===== src/rtl/mips_ctrl_pkg.sv =====
// Shared encodings for the multi-cycle MIPS main controller.
// Contents: opcode/funct constants, FSM state codes, and the select
// encodings for npc_op, alu_op, ext_op, gpr_sel and wd_sel.
package mips_ctrl_pkg;

  localparam logic [5:0] OP_RTYPE   = 6'b000000;
  localparam logic [5:0] OP_ORI     = 6'b001101;
  localparam logic [5:0] OP_LUI     = 6'b001111;
  localparam logic [5:0] OP_LW      = 6'b100011;
  localparam logic [5:0] OP_SW      = 6'b101011;
  localparam logic [5:0] OP_BEQ     = 6'b000100;
  localparam logic [5:0] OP_J       = 6'b000010;
  localparam logic [5:0] OP_JAL     = 6'b000011;

  localparam logic [5:0] FUNCT_ADDU = 6'b100001;
  localparam logic [5:0] FUNCT_SUBU = 6'b100011;

  typedef enum logic [3:0] {
    S_FETCH = 4'd0,
    S_DCD   = 4'd1,
    S_EXE   = 4'd2,
    S_ALUWB = 4'd3,
    S_MA    = 4'd4,
    S_MR    = 4'd5,
    S_MWB   = 4'd6,
    S_MW    = 4'd7,
    S_BR    = 4'd8,
    S_JMP   = 4'd9
  } state_t;

  localparam logic [1:0] NPC_PC4   = 2'b00;
  localparam logic [1:0] NPC_BR    = 2'b01;
  localparam logic [1:0] NPC_JUMP  = 2'b10;

  localparam logic [1:0] ALU_ADD   = 2'b00;
  localparam logic [1:0] ALU_SUB   = 2'b01;
  localparam logic [1:0] ALU_OR    = 2'b10;
  localparam logic [1:0] ALU_PASSB = 2'b11;

  localparam logic [1:0] EXT_ZERO  = 2'b00;
  localparam logic [1:0] EXT_SIGN  = 2'b01;
  localparam logic [1:0] EXT_HI16  = 2'b10;

  localparam logic [1:0] GPR_RT    = 2'b00;
  localparam logic [1:0] GPR_RD    = 2'b01;
  localparam logic [1:0] GPR_RA    = 2'b10;

  localparam logic [1:0] WD_ALU    = 2'b00;
  localparam logic [1:0] WD_DM     = 2'b01;
  localparam logic [1:0] WD_PC     = 2'b10;

endpackage


===== src/rtl/mips_ctrl_decode.sv =====
// Instruction classifier: op/funct -> one-hot instruction class.
// Ports:
//   op, funct      IR opcode and function fields
//   is_*           exactly one class flag is high; is_illegal covers every
//                  unsupported op and every unsupported funct under op 0
module mips_ctrl_decode
  import mips_ctrl_pkg::*;
(
  input  logic [5:0] op,
  input  logic [5:0] funct,
  output logic       is_rtype_alu,
  output logic       is_ori,
  output logic       is_lui,
  output logic       is_lw,
  output logic       is_sw,
  output logic       is_beq,
  output logic       is_j,
  output logic       is_jal,
  output logic       is_illegal
);

  logic rtype_ok;

  assign rtype_ok     = (funct == FUNCT_ADDU) || (funct == FUNCT_SUBU);
  assign is_rtype_alu = (op == OP_RTYPE) && rtype_ok;
  assign is_ori       = (op == OP_ORI);
  assign is_lui       = (op == OP_LUI);
  assign is_lw        = (op == OP_LW);
  assign is_sw        = (op == OP_SW);
  assign is_beq       = (op == OP_BEQ);
  assign is_j         = (op == OP_J);
  assign is_jal       = (op == OP_JAL);
  assign is_illegal   = !(is_rtype_alu || is_ori || is_lui || is_lw || is_sw ||
                          is_beq || is_j || is_jal);

endmodule


===== src/rtl/mips_mc_ctrl.sv =====
// Multi-cycle MIPS main controller.
// Ports:
//   clk, rst          rising-edge clock, asynchronous active-low reset
//   op, funct, zero   IR fields (stable from DCD onward) and ALU zero flag
//   pc_wr, ir_wr, rf_wr, dm_wr   write enables (all 0 while rst is low)
//   npc_op, alu_op, ext_op, b_sel, gpr_sel, wd_sel   datapath selects
//   state             current FSM state for debug/trace
module mips_mc_ctrl
  import mips_ctrl_pkg::*;
(
  input  logic       clk,
  input  logic       rst,
  input  logic [5:0] op,
  input  logic [5:0] funct,
  input  logic       zero,
  output logic       pc_wr,
  output logic       ir_wr,
  output logic       rf_wr,
  output logic       dm_wr,
  output logic [1:0] npc_op,
  output logic [1:0] alu_op,
  output logic [1:0] ext_op,
  output logic       b_sel,
  output logic [1:0] gpr_sel,
  output logic [1:0] wd_sel,
  output logic [3:0] state
);

  state_t state_q, state_d;
  logic is_rtype_alu, is_ori, is_lui, is_lw, is_sw;
  logic is_beq, is_j, is_jal, is_illegal;
  logic pc_wr_c, ir_wr_c, rf_wr_c, dm_wr_c, b_sel_c;
  logic [1:0] npc_op_c, alu_op_c, ext_op_c, gpr_sel_c, wd_sel_c;

  mips_ctrl_decode u_decode (
    .op           (op),
    .funct        (funct),
    .is_rtype_alu (is_rtype_alu),
    .is_ori       (is_ori),
    .is_lui       (is_lui),
    .is_lw        (is_lw),
    .is_sw        (is_sw),
    .is_beq       (is_beq),
    .is_j         (is_j),
    .is_jal       (is_jal),
    .is_illegal   (is_illegal)
  );

  always_ff @(posedge clk or negedge rst) begin
    if (!rst) state_q <= S_FETCH;
    else      state_q <= state_d;
  end

  always_comb begin
    state_d   = S_FETCH;
    pc_wr_c   = 1'b0;
    ir_wr_c   = 1'b0;
    rf_wr_c   = 1'b0;
    dm_wr_c   = 1'b0;
    npc_op_c  = NPC_PC4;
    alu_op_c  = ALU_ADD;
    ext_op_c  = EXT_ZERO;
    b_sel_c   = 1'b0;
    gpr_sel_c = GPR_RT;
    wd_sel_c  = WD_ALU;
    case (state_q)
      S_FETCH: begin
        pc_wr_c = 1'b1;
        ir_wr_c = 1'b1;
        state_d = S_DCD;
      end
      S_DCD: begin
        if (is_rtype_alu || is_ori || is_lui) state_d = S_EXE;
        else if (is_lw || is_sw)              state_d = S_MA;
        else if (is_beq)                      state_d = S_BR;
        else if (is_j || is_jal)              state_d = S_JMP;
        else                                  state_d = S_FETCH;
      end
      // EXE holds the ALU selects for a cycle so the result is settled
      // before ALUWB commits it with the same selects.
      S_EXE, S_ALUWB: begin
        state_d = (state_q == S_EXE) ? S_ALUWB : S_FETCH;
        rf_wr_c = (state_q == S_ALUWB) && !is_illegal;
        if (is_rtype_alu) begin
          alu_op_c  = (funct == FUNCT_SUBU) ? ALU_SUB : ALU_ADD;
          gpr_sel_c = GPR_RD;
        end else if (is_ori) begin
          alu_op_c = ALU_OR;
          b_sel_c  = 1'b1;
        end else if (is_lui) begin
          alu_op_c = ALU_PASSB;
          ext_op_c = EXT_HI16;
          b_sel_c  = 1'b1;
        end
      end
      S_MA, S_MR, S_MWB, S_MW: begin
        ext_op_c = EXT_SIGN;
        b_sel_c  = 1'b1;
        case (state_q)
          S_MA:    state_d = is_lw ? S_MR : S_MW;
          S_MR:    state_d = S_MWB;
          S_MWB: begin
            rf_wr_c  = 1'b1;
            wd_sel_c = WD_DM;
          end
          default: dm_wr_c = 1'b1;
        endcase
      end
      S_BR: begin
        alu_op_c = ALU_SUB;
        ext_op_c = EXT_SIGN;
        npc_op_c = NPC_BR;
        pc_wr_c  = zero;
      end
      S_JMP: begin
        pc_wr_c  = 1'b1;
        npc_op_c = NPC_JUMP;
        if (is_jal) begin
          rf_wr_c   = 1'b1;
          gpr_sel_c = GPR_RA;
          wd_sel_c  = WD_PC;
        end
      end
      default: state_d = S_FETCH;
    endcase
  end

  // While reset is held the state already reads FETCH, so the FETCH
  // enables must be masked explicitly; selects are cleared as well.
  assign pc_wr   = rst & pc_wr_c;
  assign ir_wr   = rst & ir_wr_c;
  assign rf_wr   = rst & rf_wr_c;
  assign dm_wr   = rst & dm_wr_c;
  assign b_sel   = rst & b_sel_c;
  assign npc_op  = rst ? npc_op_c  : 2'b00;
  assign alu_op  = rst ? alu_op_c  : 2'b00;
  assign ext_op  = rst ? ext_op_c  : 2'b00;
  assign gpr_sel = rst ? gpr_sel_c : 2'b00;
  assign wd_sel  = rst ? wd_sel_c  : 2'b00;
  assign state   = state_q;

endmodule

===== config.mk =====
export PLATFORM = sky130hd
export DESIGN_NAME = mips_mc_ctrl
export DESIGN_NICKNAME = d
export VERILOG_FILES = /design/src/rtl/mips_ctrl_pkg.sv /design/src/rtl/mips_ctrl_decode.sv /design/src/rtl/mips_mc_ctrl.sv
export SDC_FILE = /design/constraint.sdc
export NUM_CORES = 1
export LEC_CHECK = 0
export ABC_CLOCK_PERIOD_IN_PS = 4050
export CAP_MARGIN = 10
export CORE_MARGIN = 2
export CORE_UTILIZATION = 40
export DETAILED_ROUTE_END_ITERATION = 7
export GPL_ROUTABILITY_DRIVEN = 0
export PLACE_DENSITY = 0.84
export SYNTH_ARGS = -nofsm -noshare
export SYNTH_HDL_FRONTEND = slang
export SYNTH_HIERARCHICAL = 1
export SYNTH_SLANG_ARGS = --single-unit

===== constraint.sdc =====
create_clock -name clk -period 4.05 [get_ports clk]
set_input_delay 0.81 -clock clk [delete_from_list [all_inputs] [get_ports clk]]
set_output_delay 0.81 -clock clk [all_outputs]
set_load 0.01 [all_outputs]

-- Word level (Yosys, flattened, before mapping)
Cells that the tools add are included.
- register bits: 4
- bits of input ports: 15
- output and inout port bits: 19
- logic and storage cells: 82
- reduce and logical (&&, ||, !) cells: 19
- equality and inequality tests: 18
- bitwise logic cells: 5
- multiplexer cells: 39
- operators with widths (operator ; number):
    $mux 2 ; 14
    $eq 6x6->1 const B ; 4
    $pmux 2 s2 ; 5
    $eq 4x3->1 const B ; 4
    $mux 4 ; 4
    $pmux 4 s4 ; 1
    $eq 6x2->1 const B ; 2
    $eq 6x4->1 const B ; 2
    $mux 1 ; 11
    $logic_or 1x1->1 ; 10
    $eq 4x2->1 const B ; 2
    $eq 4x4->1 const B ; 2
    $eq 6x3->1 const B ; 1
    $logic_not 6->1 ; 1
    $pmux 3 s2 ; 1
    $and 1x1->1 ; 5
    $reduce_or 5->1 ; 1
    $eq 4x1->1 const B ; 1
    $logic_not 4->1 ; 1
    $pmux 1 s2 ; 2
    $reduce_or 2->1 ; 2
    $reduce_or 4->1 ; 1
    $pmux 1 s3 ; 1
    $reduce_or 3->1 ; 1
    $logic_and 1x1->1 ; 2

-- Logic depth before layout (Yosys ltp)
- depth in word-level cells: 13
- gate-level depth with buffers: 6
- gate-level depth less buffers: 6

-- By module
The synthesis kept the hierarchy.
- modules (own cells, without submodules) (module ; area each (sq um) ; instances ; cells an instance):
    mips_mc_ctrl ; 434.2 ; 1 ; 58
    mips_ctrl_decode ; 158.9 ; 1 ; 26

-- Worst setup path before layout
No wires, ideal clock.
- path kind: input port to output port
- from: input port op[5]
- to: output port alu_op[0]
- cell stages on the path: 6
- setup slack: 1048 ps
- data required time: 3240 ps
- arrival time: 2192 ps
- buffers on the path: 0
- cells stage by stage: or2_1 -> or4_4 -> nor3_2 -> nor2_1 -> a32oi_1 -> o21ai_1
- elaborated cells between the ends (all ways): 9
- RTL lines (element ; RTL line ; RTL):
    start: declaration ; mips_mc_ctrl.sv:13 ; input logic [5:0] op,
    $logic_not 6->1 ; mips_ctrl_decode.sv:25 ; assign is_rtype_alu = (op == OP_RTYPE) && rtype_ok;
    $logic_and 1x1->1 ; mips_ctrl_decode.sv:25 ;
    named net is_rtype_alu ; mips_mc_ctrl.sv:30 ; logic is_rtype_alu, is_ori, is_lui, is_lw, is_sw;
    $mux 2 ; mips_mc_ctrl.sv:84 ; if (is_rtype_alu) begin
    $pmux 2 s2 ; mips_mc_ctrl.sv:66 ; case (state_q)
    $mux 2 ; mips_mc_ctrl.sv:136 ; assign alu_op = rst ? alu_op_c : 2'b00;
    end: declaration ; mips_mc_ctrl.sv:21 ; output logic [1:0] alu_op,
The timed path passes the listed nets, and every way through them passes these cells.

-- Worst setup path in the final report
- from: input port op[4]
- to: output port alu_op[0]
Same word-level chain as after synthesis.

==> summary.md <==
| Metric | Value |
|---|---|
| Outcome | `finished, final reports clean` |
| Most frequent cells in the layout | `33 x clkdlybuf4s50_1, 14 x nor2_1, 7 x inv_1` |
| Ys Warns | `6` |
| Max reg flops | `4` |
| Clock Skew | `~0.003 ns` |
| Total CTS buffers | `3` |
| Ports | `34` |
| Footprint of the multi-input gates | `460 µm²` |
| Cell Area, Placed | `967 µm²` |
| Share of layout cells above drive strength 1 | `12.3%` |
| Slew @ Worst Pin | `0.436 ns` |
| Pre-antenna DRT Iters | `4` |
| CTS tree | `done` |
| Mapped cell area | `593 µm²` |
| Leak Pwr | `0.384 nW` |
| Dpl ws | `0.127 ns` |
| Die Wd | `42.5 µm` |
| Initial antenna violation count | `0` |
| Cell variety after synth | `42` |
| CP max FO | `5` |
| Crit Path Class | `in2out` |
| Clock-pin slew on the worst setup and hold paths | `0.04 ns` |
| HPWL after detailed placement | `1400 µm` |
| FILL cells | `109` |
| CP Capture Type | `output pin` |
| Ant. Diodes | `0` |
| Via density | `5.64` |
| Critical Path Max Stage Delay | `0.47 ns` |
| Ys async rst share | `100%` |
| Seq. cell area | `100 µm²` |
| Fin area | `around 1000 µm²` |
| Cells after synthesis | `84` |
| Cell Pwr Density | `approximately 280 nW/µm²` |
| Row count | `13` |
| Fin crit share | `roughly 96%` |
| Sequential area share after synthesis | `between 10% and 20%` |
| Die area | `approximately 1800 µm²` |
| Worst slew margin | `70.9%` |
| Synth-to-layout area growth | `67.9%` |
| Final Max Slew Viols | `0` |
| Ys flop type | `dfrtp_1` |
| Final setup vio count | `0` |
| Via count | `772` |
| Worst-Skew Late Latency | `0.23 ns` |
| Initial Util | `43.9%` |
| FF+latch count, synth | `4` |
| First-pass GRT wire length | `3140 µm` |
| Net Count, Synth | `99` |
| RSZ-0062 raised after global routing | `false` |
| Post-route setup TNS | `0 ns` |
| Clk sinks | `4` |
| Most common cell after layout, fill and taps aside | `clkdlybuf4s50_1` |
| Number of global-route vias before repair | `756` |
| CP max stage cell | `clkdlybuf4s50_1` |
| Core Area | `1350 µm²` |
| Worst setup margin | `0.178 ns` |
| DRC Markers | `0` |
| Max-cap violation count | `0` |
| Routed wire length | `1810 µm` |
| Die Y | `~43 µm` |
| Maximum VDD drop | `0.000282 V` |
| Worst endpoint required time | `3.24 ns` |
| Number of synthesized flops with an enable pin | `0` |
| Power Total | `between 0.0002 and 0.0003 W` |
| GRT overflow | `0` |
| Antenna-violating nets left | `0` |
| Type of the most critical hold path | `reg2reg` |
| Largest net degree at the start of global routing | `17` |
| Initial drt markers | `18` |
| Crit path DAT | `a little over 3 ns` |
| Fin crit period | `just under 4 ns` |
| CP Cell Sequence | `clkdlybuf4s50_1 > or2_1 > or4_4 > nor3_4 > nor2_1 > a32oi_1 > o21ai_1 > clkdlybuf4s50_1` |
| Hold Violations, Final | `0` |
| Max frequency | `0.258 GHz` |
| CP dominant cell by count | `clkdlybuf4s50_1` |
| GRT Overall Usage | `around 22%` |
| H-tree levels | `1` |
| Average wire per standard cell | `between 10 and 15 µm` |
| Port Buf Inserts | `33` |
| Critical Path Source Type | `input pin` |
| Synthesized area per cell | `7.06 µm²` |
| NumNets Final | `139` |
| Longest Clk Path Bufs | `2` |
| Clock root buffer | `clkbuf_4` |
==> metal layers <==
metal  vias up  wire (µm)  global-route usage, %
li1        389          -                      -
met1       349        777                   24.5
met2        32        876                   39.4
met3         2        147                   3.88
met4         0          4                   9.38
met5         -          0                      0
==> synth_stat cells (2+ instances only) <==
library cell,number,area (µm²)
nor2_1,14,52.6
inv_1,7,26.3
nor3_1,6,30.0
dfrtp_1,4,100
nand2_1,4,15.0
a21oi_1,3,15.0
and3_1,3,18.8
nand2b_1,3,18.8
nor2b_1,3,18.8
clkbuf_1,2,7.51
nand3_1,2,10.0
nor3b_1,2,15.0
nor4_1,2,12.5
==> logic make-up (layout without fill, tap and decap cells) <==
kind of cell    after synthesis  in the layout  synth area share (%)
simple gates                 55             55                  57.4
compound gates               15             15                  19.2
buf+inv                      10             48                  6.54
flops                         4              4                  16.9
==> layout make-up <==
type                    instances  area share, %
multi-input cells              70           46.2
repair buffers                 38           36.9
inverters                       7           2.64
well taps                      15           1.88
flip-flops and latches          4           10.1
clock buffers                   3           2.26
==> what timing repair did <==
action,CTS,global route
resized for setup,0,1
buffers inserted,0,0
hold buffers,0,0
setup endpoints to repair,0,1
==> worst max-delay path: cells and delay by family <==
kind,cells,cell delay [ns]
buf+inv,2,0.92
compound gates,2,0.26
simple gates,4,1.07
==> worst paths after layout <==
| kind | from | to | slack, ns | cells past startpoint |
|---|---|---|---|---|
| max in group asynchronous | rst | state[1] | 2.99 | 1 |
| min in group asynchronous | rst | state[3] | 0.83 | 1 |
| worst min-delay path | state[3] | state[0] | 0.59 | 1 |
| worst max register to register | state[2] | state[0] | 2.73 | 3 |
| worst max-delay path | op[4] | alu_op[0] | 0.18 | 8 |
| worst min register to register | state[3] | state[0] | 0.59 | 1 |
==> stage by stage <==
| stage | std cells | hold slack, ns | utilization, % |
|---|---|---|---|
| floorplan | 84 | 0.514 | - |
| global placement | 134 | 0.576 | 71.6 |
| detailed placement | 134 | 0.569 | 71.6 |
| CTS | 137 | 0.585 | 73.3 |
| global route | 137 | 0.639 | 73.8 |
| finish | 137 | 0.588 | 73.8 |
==> power by group <==
part	total, W	internal, W	switching (W)
sequential	0.0000864	0.0000507	0.0000357
clock	0.0000482	0.0000331	0.0000151
combinational	0.000146	0.0000871	0.0000593
No activity file was read; power rests on OpenSTA's default activity.
